### src/rtl/soc_eoc_sample_source.sv
// soc/eoc converter stand-in: answers soc requests with queued samples on x/eoc.
// Latency: eoc falls ACK_DELAY edges after soc is sampled high; x/eoc rise together CONV_CYCLES edges after soc is sampled low.
// Backpressure: none on soc; a load into a full FIFO is dropped (overrun) unless a pop frees a slot on the same edge.
//
// Ports:
//   clock, reset                  posedge clock, asynchronous active-high reset
//   soc / eoc / x                 request in, end-of-conversion out, sample out (stable while eoc=1)
//   load / data_in                enqueue one sample per cycle
//   full / empty / count          FIFO occupancy
//   underrun / overrun / protocol_err  sticky status, cleared only by reset

// Circular sample queue. A push into a full queue still lands when a pop
// frees the head slot on the same edge; a pop on an empty queue is ignored.
module soc_eoc_sample_fifo #(
  parameter int W     = 8,
  parameter int DEPTH = 4,
  parameter int CW    = $clog2(DEPTH + 1)
) (
  input  logic          clock,
  input  logic          reset,
  input  logic          push,
  input  logic [W-1:0]  push_dat,
  input  logic          pop,
  output logic [W-1:0]  head_dat,
  output logic          full,
  output logic          empty,
  output logic [CW-1:0] count,
  output logic          dropped
);

  localparam int PW = (DEPTH > 1) ? $clog2(DEPTH) : 1;

  logic [W-1:0]  mem [DEPTH];
  logic [PW-1:0] rd_ptr;
  logic [PW-1:0] wr_ptr;
  logic          pop_ok;
  logic          push_ok;

  assign full     = (count == CW'(DEPTH));
  assign empty    = (count == '0);
  assign pop_ok   = pop && !empty;
  assign push_ok  = push && (!full || pop_ok);
  assign dropped  = push && !push_ok;
  assign head_dat = mem[rd_ptr];

  // Storage needs no reset: head_dat is only consumed when the queue is non-empty.
  always_ff @(posedge clock) begin
    if (push_ok) begin
      mem[wr_ptr] <= push_dat;
    end
  end

  // Pointers wrap naturally because DEPTH is a power of two.
  always_ff @(posedge clock or posedge reset) begin
    if (reset) begin
      rd_ptr <= '0;
      wr_ptr <= '0;
      count  <= '0;
    end else begin
      if (push_ok) begin
        wr_ptr <= wr_ptr + PW'(1);
      end
      if (pop_ok) begin
        rd_ptr <= rd_ptr + PW'(1);
      end
      case ({push_ok, pop_ok})
        2'b10:   count <= count + CW'(1);
        2'b01:   count <= count - CW'(1);
        default: count <= count;
      endcase
    end
  end

endmodule

module soc_eoc_sample_source #(
  parameter int W           = 8,
  parameter int DEPTH       = 4,
  parameter int ACK_DELAY   = 3,
  parameter int CONV_CYCLES = 3
) (
  input  logic                       clock,
  input  logic                       reset,
  input  logic                       soc,
  output logic                       eoc,
  output logic [W-1:0]               x,
  input  logic                       load,
  input  logic [W-1:0]               data_in,
  output logic                       full,
  output logic                       empty,
  output logic [$clog2(DEPTH+1)-1:0] count,
  output logic                       underrun,
  output logic                       overrun,
  output logic                       protocol_err
);

  localparam int CNT_MAX = (ACK_DELAY > CONV_CYCLES) ? ACK_DELAY : CONV_CYCLES;
  localparam int CNTW    = $clog2(CNT_MAX + 1);

  typedef enum logic [1:0] {
    IDLE  = 2'd0,
    ACK   = 2'd1,
    WAITL = 2'd2,
    CONV  = 2'd3
  } state_t;

  state_t          state;
  logic [CNTW-1:0] cnt;
  logic [W-1:0]    head_dat;
  logic            fifo_pop;
  logic            fifo_dropped;

  // The completing CONV edge is the only point a sample leaves the queue.
  assign fifo_pop = (state == CONV) && (cnt == '0);

  soc_eoc_sample_fifo #(
    .W     (W),
    .DEPTH (DEPTH)
  ) u_fifo (
    .clock    (clock),
    .reset    (reset),
    .push     (load),
    .push_dat (data_in),
    .pop      (fifo_pop),
    .head_dat (head_dat),
    .full     (full),
    .empty    (empty),
    .count    (count),
    .dropped  (fifo_dropped)
  );

  always_ff @(posedge clock or posedge reset) begin
    if (reset) begin
      state        <= IDLE;
      cnt          <= '0;
      eoc          <= 1'b1;
      x            <= '0;
      underrun     <= 1'b0;
      overrun      <= 1'b0;
      protocol_err <= 1'b0;
    end else begin
      if (fifo_dropped) begin
        overrun <= 1'b1;
      end
      case (state)
        IDLE: begin
          eoc <= 1'b1;
          if (soc) begin
            state <= ACK;
            cnt   <= CNTW'(ACK_DELAY - 1);
          end
        end
        ACK: begin
          // soc is deliberately ignored while the acknowledge delay runs.
          if (cnt == '0) begin
            state <= WAITL;
            eoc   <= 1'b0;
          end else begin
            cnt <= cnt - CNTW'(1);
          end
        end
        WAITL: begin
          // No timeout: the consumer may hold soc high indefinitely.
          if (!soc) begin
            state <= CONV;
            cnt   <= CNTW'(CONV_CYCLES - 1);
          end
        end
        CONV: begin
          // A consumer raising soc mid-conversion is flagged but not acted on.
          if (soc) begin
            protocol_err <= 1'b1;
          end
          if (cnt == '0) begin
            state <= IDLE;
            eoc   <= 1'b1;
            // x and eoc update on the same edge so a consumer never sees a split.
            if (empty) begin
              x        <= '0;
              underrun <= 1'b1;
            end else begin
              x <= head_dat;
            end
          end else begin
            cnt <= cnt - CNTW'(1);
          end
        end
        default: begin
          state <= IDLE;
          eoc   <= 1'b1;
        end
      endcase
    end
  end

endmodule

### config.mk
export PLATFORM = sky130hd
export DESIGN_NAME = soc_eoc_sample_source
export DESIGN_NICKNAME = d
export VERILOG_FILES = /design/src/rtl/soc_eoc_sample_source.sv
export SDC_FILE = /design/constraint.sdc
export NUM_CORES = 1
export LEC_CHECK = 0
export BUFFER_PORTS_ARGS = -buffer_cell sky130_fd_sc_hd__buf_2
export CAP_MARGIN = 20
export CELL_PAD_IN_SITES_DETAIL_PLACEMENT = 1
export CELL_PAD_IN_SITES_GLOBAL_PLACEMENT = 1
export CORE_MARGIN = 3
export CORE_UTILIZATION = 47
export DETAILED_ROUTE_END_ITERATION = 10
export GPL_TIMING_DRIVEN = 0
export PLACE_DENSITY_LB_ADDON = 0.1
export SYNTH_ARGS = -nofsm -noshare
export SYNTH_HDL_FRONTEND = slang
export SYNTH_HIERARCHICAL = 1
export SYNTH_SLANG_ARGS = --single-unit
### constraint.sdc
create_clock -name clock -period 3.05 [get_ports clock]
set_input_delay 0.61 -clock clock [delete_from_list [all_inputs] [get_ports clock]]
set_output_delay 0.61 -clock clock [all_outputs]
set_load 0.02 [all_outputs]
# Word-level counts from Yosys, hierarchy flattened
# Memories as Yosys holds them, arrays and structs flattened.
# Index checks and enable logic that the tools add are counted.
# totals
register_bits,23
latchBits,0
ramBits,32
romBits,0
input_bits,12
elab_cells,63
n_memories,1
# memory_table
name,depth,width,read_ports,rd_ports_with_merged_regs,write_ports,line,text
u_fifo.mem,4,8,1,0,1,33,logic [W-1:0] mem [DEPTH];
# op_classes
n_addsub,5
n_mul,0
n_div,0
magnitude_cmp,0
eq_ne,11
n_shift,0
n_mux,16
bitwise,0
n_reduce_logical,20
# op_table
cell,n
$mux W2,7
$reduce_and A3 Y1,3
$mux W8,1
$ne A2 B2 Y1 const B,4
$pmux W2 S4,1
$eq A2 B2 Y1 const B,3
$pmux W2 S3,1
$pmux W3 S2,1
$add A2 B1 Y2 const B,2
$eq A2 B1 Y1 const B,2
$logic_and A1 B1 Y1,4
$logic_not A2 Y1,2
$mux W1,4
$reduce_and A2 Y1,2
$reduce_and A4 Y1,1
$add A3 B1 Y3 const B,1
$eq A3 B3 Y1 const B,1
$logic_not A1 Y1,3
$logic_not A3 Y1,1
$pmux W1 S3,1
$reduce_bool A3 Y1,1
$sub A3 B1 Y3 const B,1
$ne A2 B1 Y1 const B,1
$reduce_bool A2 Y1,1
3 further kinds,3

# Depth between registers and ports, before layout
# Gate-level depths: netlist (run 1).
# depth
ltp_word,7
ltp_mapped,14

# Modules after synthesis
# The synthesis (run 1) kept the hierarchy.
# modules_own_cells
module,instances,cells_per_inst,area_each_um2
soc_eoc_sample_fifo,1,82,1601.5
soc_eoc_sample_source,1,77,780.7

# Least setup slack after synthesis (run 1)
# Ideal clock, no wire load.
# synth_timing
path_type,reg2reg
startpoint,register state[0]
endpoint,register u_fifo.count[2]
setup_time_ns,0.080
t_arrival_ns,2.412
path_slack_ns,0.558
stages_incl_launch_ff,14
cell_sequence,dfrtp_1 -> ha_1 -> nand2_2 -> buf_2 -> inv_2 -> nor4b_2 -> nor2b_2 -> inv_1 -> ha_1 -> inv_1 -> fa_1 -> xor2_1 -> nor2_1 -> xor2_1
# synth_via
elab_chain_cells,7
word_cells_on_any_way,9
classes_between,eq/ne (3); mux (1); reduce/logical (5)
# synth_rtl
item,line,text
from (decl),107,state_t state;
from (signal assigned),134,state <= IDLE;
from (signal assigned),149,state <= ACK;
from (signal assigned),156,state <= WAITL;
$eq A2 B2 Y1 (*),114,assign fifo_pop = (state == CONV) && (cnt == '0);
$logic_and A1 B1 Y1 (*),114,
via fifo_pop,110,logic fifo_pop;
$logic_and A1 B1 Y1 (*),41,assign pop_ok = pop && !empty;
$logic_or A1 B1 Y1,42,assign push_ok = push && (!full || pop_ok);
$logic_and A1 B1 Y1,42,
$eq A2 B1 Y1 / $eq A2 B2 Y1 (equally long branches),66,"case ({push_ok, pop_ok})"
$pmux W3 S2 / $reduce_bool A2 Y1 (equally long branches),-,
to (signal assigned),67,2'b10: count <= count + CW'(1);
to (signal assigned),68,2'b01: count <= count - CW'(1);
to (signal assigned),69,default: count <= count;
to (decl),27,"output logic [CW-1:0] count,"
# The timed path passes the listed nets; every way through them passes the cells marked *.
# A chain may end at the register's enable or synchronous reset.

# Worst setup path after layout (run 1)
# Ends and elaborated chain as after synthesis.

==> results of run 1 <==
[power breakdown]
| part | switching [mW] | internal (mW) |
|---|---|---|
| sequential | 0.132 | 1.03 |
| combinational | 0.619 | 0.448 |
| clock | 0.248 | 0.174 |
[worst reg2reg max path, stage by stage (launching register included)]
cell                      delay, ns
sky130_fd_sc_hd__dfrtp_1       0.49
sky130_fd_sc_hd__ha_1          0.28
sky130_fd_sc_hd__nand2_2       0.26
sky130_fd_sc_hd__inv_2         0.10
sky130_fd_sc_hd__nor4b_2       0.29
sky130_fd_sc_hd__nor2b_2       0.14
sky130_fd_sc_hd__inv_1         0.08
sky130_fd_sc_hd__ha_1          0.17
sky130_fd_sc_hd__inv_1         0.06
sky130_fd_sc_hd__fa_1          0.37
sky130_fd_sc_hd__xor2_1        0.15
sky130_fd_sc_hd__nor2_1        0.11
sky130_fd_sc_hd__xor2_1        0.16
[state kept, by name, summed over array words and instances, names as in the netlist]
name	cells
eoc	1
underrun	1
u_fifo/wr_ptr	2
u_fifo/mem	32
state	2
u_fifo/count	3
cnt	2
protocol_err	1
overrun	1
u_fifo/rd_ptr	2
x	8
[kinds of logic after synthesis]
| logic type | Yosys count | synth area share, % |
|---|---|---|
| buffers and inverters | 18 | 2.94 |
| DFF | 55 | 64.5 |
| muxes | 13 | 10.0 |
| and+or+nand+nor | 36 | 8.56 |
| AOI/OAI and AO/OA | 19 | 5.09 |
| xor gates and xnor gates | 6 | 2.21 |
| adders and majority gates | 12 | 6.62 |
[per-stage QoR]
step	utilization [%]	setup slack (ns)	hold slack (ns)
2_1_floorplan	-	0.558	0.413
3_3_place_gp	54.1	0.284	0.439
3_5_place_dp	54.1	0.209	0.458
4_1_cts	56.1	0.170	0.225
5_1_grt	56.0	0.0398	0.246
6_report	56.0	0.318	0.231
[area by class of cell]
type,instances,area (µm²),area share [%]
clock buffer,5,68.8,2.55
tap,67,83.8,3.11
buffer,2,8.76,0.325
timing repair buffer,28,140,5.19
clock inverter,3,28.8,1.07
inverter,15,56.3,2.09
multi-input combinational,86,774,28.7
sequential,55,1540,57.0
[cell usage in the layout (no fill, tap or decap), types with 3 or more instances in the layout]
master and instances:
sky130_fd_sc_hd__and2_2 5, sky130_fd_sc_hd__buf_2 29, sky130_fd_sc_hd__clkbuf_8 5, sky130_fd_sc_hd__dfrtp_1 22, sky130_fd_sc_hd__edfxtp_1 32, sky130_fd_sc_hd__ha_1 11, sky130_fd_sc_hd__inv_1 14, sky130_fd_sc_hd__mux2i_1 3
sky130_fd_sc_hd__mux4_2 8, sky130_fd_sc_hd__nand2_1 12, sky130_fd_sc_hd__nand2b_1 9, sky130_fd_sc_hd__nor2_1 3, sky130_fd_sc_hd__o21ai_1 9, sky130_fd_sc_hd__xnor2_1 3, sky130_fd_sc_hd__xor2_1 3
[worst paths after layout]
check,start,end,cells past startpoint
worst max-delay path,state[0],u_fifo/count[2],12
max in group asynchronous,reset,overrun,2
min in group clock,protocol_err,protocol_err,1
worst min-delay path,reset,u_fifo/count[2],2
worst max register to register,state[0],u_fifo/count[2],12
worst min register to register,protocol_err,protocol_err,1
[metal layers]
metal / track usage (%) / vias up
met2: 29.4 / 18
met5: 0 / -
met1: 18.4 / 639
met4: 4.80 / 0
li1: - / 622
met3: 2.82 / 5
==> results.txt, run 1 <==
----------------------------------------------------
[Power and ir drop]
  Cell area power density ... 982 nW/µm²
  Peak VDD IR ... 0.377 mV
  Static Leakage ... 1.14 nW
  Power consumption ... between 2 and 3 mW

[CTS]
  Gates resized, CTS repair ... 0
  Cell at the root of the clock tree ... sky130_fd_sc_hd__clkbuf_8
  Total clock buffers created by CTS ... 5
  Number of levels the H-tree was split into ... 2
  CTS sink cnt ... 55
  Reg clk slew, reported paths ... ~0.1 ns
  Clk Latency, worst-skew pair ... 0.31 ns
  Hold buffers post-CTS ... 0
  TritonCTS clock tree ... built
  Number of buffers inserted by post-CTS setup repair ... 0
  Clock buffer depth ... 2

[Cells and area]
  Area of all placed cells without fillers ... 2700 µm²
  Fin cells ... about 260
  Growth of design area from synthesis to finish ... 13.3%
  Share of cells above drive strength 1 ... 32.5%
  Fill cell count ... slightly below 500
  Nets@finish ... around 220
  Number of diodes ... 0

[Status]
  Outcome ... finished, final reports clean

[Timing]
  Number of hold violations in the final report ... 0
  Max transition margin ... 30.9%
  Number of pins exceeding their max-slew limit in the final report ... 0
  Final setup TNS ... 0 ns
  Final number of setup-violating endpoints ... 0
  Final period util ... 89.6%
  RSZ-0062 raised after global routing ... no
  Clock skew ... just under 0.007 ns
  Post-route minimum period ... 2.73 ns
  Slew at the pin closest to its max-slew limit ... 1.03 ns
  Maximum operating frequency ... 366 MHz

[Synth]
  Prevailing post-synth register cell ... sky130_fd_sc_hd__edfxtp_1
  Post-synth top area share ... about two fifths
  Yosys warnings ... 6
  Cell with the most instances after synthesis ... sky130_fd_sc_hd__edfxtp_1
  Number of library cell types mapped by synthesis ... 35
  Async set or reset register ratio after synthesis ... 41.8%
  Area contributors post-synth ... sky130_fd_sc_hd__edfxtp_1 40%, sky130_fd_sc_hd__dfrtp_1 23%, sky130_fd_sc_hd__mux4_2 7.6%
  Post-synthesis instance area ... 2380 µm²
  Seq cells post-synth ... 55
  Synthesized area per cell ... around 15 µm²
  Post-synth net total ... ~180
  List of most frequent post-synthesis cells ... 32 x sky130_fd_sc_hd__edfxtp_1, 22 x sky130_fd_sc_hd__dfrtp_1, 14 x sky130_fd_sc_hd__inv_1
  Post-synthesis instance total ... 159
  Share of the yosys chip area belonging to registers ... 64.5%
  Count of flip-flops with a built-in enable after synthesis ... 32
  Area leader, netlist ... sky130_fd_sc_hd__edfxtp_1

[Critical path]
  Highest cell delay on the worst timing path ... a little under 0.5 ns
  Crit-path cells ... ha_1 -> nand2_2 -> inv_2 -> nor4b_2 -> nor2b_2 -> inv_1 -> ha_1 -> inv_1 -> fa_1 -> xor2_1 -> nor2_1 -> xor2_1
  CP Buf/Inv Count ... 3
  CP top delay family ... adder cells
  Type of the setup path with the least slack ... register to register
  CP endpoint kind ... register
  CP max stage cell ... sky130_fd_sc_hd__dfrtp_1
  Arrival @ worst endpoint ... 2.96 ns
  Worst-case register-to-register setup slack ... 0.32 ns
  Critical Path Fanout Max ... 17
  Kind of launch point of the worst setup path ... register
  Required time of the worst setup path ... roughly 3.3 ns

[Global routing]
  Total congestion overflow ... 0
  Largest net degree at the start of global routing ... 21
  Vias in the first global route ... 1394
  Number of antenna violations at the first check in global routing ... 0
  All-Layer GR Usage ... 15.8%
  Wire length of the first global-routing pass ... 7.13 mm

[Place]
  Total half-perimeter wirelength after legalization and detailed placement ... 3.31 mm
  Placer's final routability congestion estimate ... between 0.7 and 0.8
  Number of port buffers ... 28
  Total placed cells including tap cells ... 254
  Placed Area ... 2610 µm²

[Die]
  Die boundary height ... ~77 µm
  Area enclosed by the die boundary ... 5960 µm²
  Number of standard-cell rows in the floorplan ... 25
  Initial Util ... approximately half
  Top Ports ... 29
  Die width ... 77.2 µm
  Core outline area ... 4820 µm²

[Detailed routing]
  Top metal layer carrying routed signals ... met4
  Post-route ant nets ... 0
  Wire length on met3 ... ~110 µm
  Met1 Wirelength ... 1.84 mm
  DRC viols ... 0
  Met2 wire length ... 2.38 mm
  Vias per Instance ... about 5
  Routed WL per cell ... 16.8 µm
  Initial DRC count ... 21
  Detailed Routing Iterations Pass 1 ... 4
  Vias after detailed routing ... approximately 1300
  Total Wirelength ... 4.38 mm

[Job]
  Number of violations of the max-capacitance limit ... 0

[Worst hold path]
  Path type of the worst min-delay path ... primary input to asynchronous set/reset pin

----------------------------------------------------
Note: power is estimated with default switching activity, not from simulation.
==> run 2, diff against run 1 <==
==> constraint.sdc (replaced) <==
create_clock -name clock -period 3.05 [get_ports clock]
set_input_delay 0.1525 -clock clock [delete_from_list [all_inputs] [get_ports clock]]
set_output_delay 0.1525 -clock clock [all_outputs]
set_load 0.02 [all_outputs]
==> results.txt, run 2 (same netlist as run 1, synthesis figures left out) <==
----------------------------------------------------
[Status]
  Outcome ... finished, final reports clean

[Cells and area]
  Nets@finish ... 218 (+0.46%)
  Top library cells by usage in the layout, fill and taps aside ... 32 x sky130_fd_sc_hd__edfxtp_1, 29 x sky130_fd_sc_hd__buf_2, 22 x sky130_fd_sc_hd__dfrtp_1
  Most frequent standard cell in the layout excluding fill and tap cells ... sky130_fd_sc_hd__edfxtp_1
  Most flops, register ... u_fifo/mem
  Area of all placed cells without fillers ... 2710 µm² (+0.37%)
  Growth of design area from synthesis to finish ... 13.7%
  Fin cells ... 262 (+0.38%)
  Share of cells above drive strength 1 ... 32.3% (-0.17 points)
  Top Registers ... u_fifo/mem: 32 flops, x: 8 flops, u_fifo/count: 3 flops
  Number of diodes ... 0 (unchanged)
  Number of flip-flops under the largest register name ... 32 (unchanged)

[Critical path]
  Arrival @ worst endpoint ... 2.96 ns (about the same)
  Crit path depth ... 12 (unchanged)
  CP Buf/Inv Count ... 3 (unchanged)
  Highest cell delay on the worst timing path ... 0.49 ns (about the same)
  Kind of launch point of the worst setup path ... register
  Worst-case register-to-register setup slack ... 0.32 ns (about the same)
  Cell depth of the worst flop-to-flop path ... 12 (unchanged)
  Type of the setup path with the least slack ... register to register
  CP top delay family ... adder cells
  Crit-path cells ... ha_1 -> nand2_2 -> inv_2 -> nor4b_2 -> nor2b_2 -> inv_1 -> ha_1 -> inv_1 -> fa_1 -> xor2_1 -> nor2_1 -> xor2_1
  Required time of the worst setup path ... 3.28 ns (about the same)
  CP max stage cell ... sky130_fd_sc_hd__dfrtp_1
  Launching point of the worst reg2reg path ... state[0]
  CP endpoint kind ... register
  Critical Path Fanout Max ... 17 (unchanged)
  Capture instance of the worst register-to-register path ... u_fifo/count[2]

[Timing]
  Clock skew ... 0.00770 ns (+0.000888 ns)
  Max transition margin ... 32.5% (+1.6 points)
  Number of pins exceeding their max-slew limit in the final report ... 0 (unchanged)
  Post-route minimum period ... 2.73 ns (+0.000500 ns)
  Final Hold Slack ... 0.0541 ns (-0.177 ns)
  Number of hold violations in the final report ... 0 (unchanged)
  Slew at the pin closest to its max-slew limit ... 1.01 ns (-0.0234 ns)
  Final number of setup-violating endpoints ... 0 (unchanged)
  Final setup TNS ... 0 ns (unchanged)
  Maximum operating frequency ... 366 MHz (about the same)
  RSZ-0062 raised after global routing ... no
  Final period util ... 89.6% (about the same)

[Detailed routing]
  Post-route ant nets ... 0 (unchanged)
  Vias per Instance ... 4.97 (+1.0%)
  Total Wirelength ... 4.36 mm (-0.39%)
  Routed WL per cell ... 16.7 µm (-0.77%)
  Detailed Routing Iterations Pass 1 ... 2 (-2)
  Vias after detailed routing ... 1302 (+1.4%)
  Initial DRC count ... 20 (-4.8%)
  DRC viols ... 0 (unchanged)

[CTS]
  Clk Latency, worst-skew pair ... 0.31 ns (about the same)
  Number of levels the H-tree was split into ... 2 (unchanged)
  Total clock buffers created by CTS ... 5 (unchanged)
  Number of buffers inserted by post-CTS setup repair ... 0 (unchanged)
  Reg clk slew, reported paths ... 0.10 ns (about the same)
  Cell at the root of the clock tree ... sky130_fd_sc_hd__clkbuf_8
  TritonCTS clock tree ... built
  CTS sink cnt ... 55 (unchanged)
  Clock buffer depth ... 2 (unchanged)
  Gates resized, CTS repair ... 0 (unchanged)

[Power and ir drop]
  Peak VDD IR ... 0.378 mV (+0.44%)
  Cell area power density ... 979 nW/µm² (-0.38%)
  Power consumption ... 2.65 mW (about the same)
  Static Leakage ... 1.15 nW (+0.37%)

[Worst hold path]
  Hold path cells ... 1
  Path type of the worst min-delay path ... primary input to register
  Worst hold endpoint ... u_fifo/mem[0][7]
  Startpoint of the lowest-slack hold path ... data_in[7]

[Global routing]
  Vias in the first global route ... 1396 (+0.14%)
  Total congestion overflow ... 0 (unchanged)
  Number of antenna violations at the first check in global routing ... 0 (unchanged)
  All-Layer GR Usage ... 15.9% (+0.051 points)
  Largest net degree at the start of global routing ... 21 (unchanged)
  Wire length of the first global-routing pass ... 7.16 mm (+0.39%)

[Die]
  Core outline area ... 4820 µm² (unchanged)
  Area enclosed by the die boundary ... 5960 µm² (unchanged)
  Initial Util ... 49.5% (unchanged)
  Die width ... 77.2 µm (unchanged)
  Number of standard-cell rows in the floorplan ... 25 (unchanged)
  Die boundary height ... 77.2 µm (unchanged)
  Top Ports ... 29 (unchanged)

[Place]
  Total half-perimeter wirelength after legalization and detailed placement ... 3.31 mm (unchanged)
  Placed Area ... 2610 µm² (unchanged)
  Placer's final routability congestion estimate ... 0.731 (unchanged)
  Total placed cells including tap cells ... 254 (unchanged)
  Number of port buffers ... 28 (unchanged)

[Job]
  Number of violations of the max-capacitance limit ... 0 (unchanged)

----------------------------------------------------
## run 2: changes by cell type in the layout (fill, tap and decap cells not counted), sizes merged
cell / before / now
dlygate4sd3: 0 / 1
## run 2: layer usage
metal | vias to the layer above | track usage, % | part of all wire (%)
met5 | - | 0 | 0
met4 | 0 | 4.80 | 1.2
met3 | 5 | 2.82 | 2.5
met2 | 18 | 29.4 | 55
met1 | 653 | 18.6 | 42
li1 | 626 | - | -
## run 2: how the worst max path moves through the flow
stage,start,to,slack [ns]
2_1_floorplan,state[0],u_fifo/count[2],0.56
3_3_place_gp,state[0],u_fifo/count[2],0.28
6_report,state[0],u_fifo/count[2],0.32
5_1_grt,state[0],u_fifo/count[2],0.04
4_1_cts,state[0],u_fifo/count[2],0.17
3_5_place_dp,state[0],u_fifo/count[2],0.21
## run 2: timing repair
item	4_1_cts	5_1_grt
hold buffers	1	0
endpoints found under the hold margin	22	0
setup endpoints to repair	0	1
## run 2: area by class of cell
cell class	count	area, µm²
repair buffers	29	150
plain buffers	2	8.76
clock buffers	5	68.8
clock inverters	3	28.8
fillers	485	2110
flip-flops and latches	55	1540
well taps	67	83.8
multi-input cells	86	774
inverters	15	56.3
## run 2: through the flow
| step | util [%] | setup WS (ns) |
|---|---|---|
| 2_1_floorplan | - | 0.558 |
| 3_5_place_dp | 54.1 | 0.209 |
| 4_1_cts | 56.3 | 0.170 |
| 5_1_grt | 56.2 | 0.0398 |
| 3_3_place_gp | 54.1 | 0.284 |
| 6_report | 56.2 | 0.318 |
## run 2: power by group
group          switching, mW  leakage (nW)  internal, mW
combinational          0.618         0.527         0.449
clock                  0.248        0.0511         0.174
sequential             0.131         0.568          1.03
total                  0.997          1.15          1.65
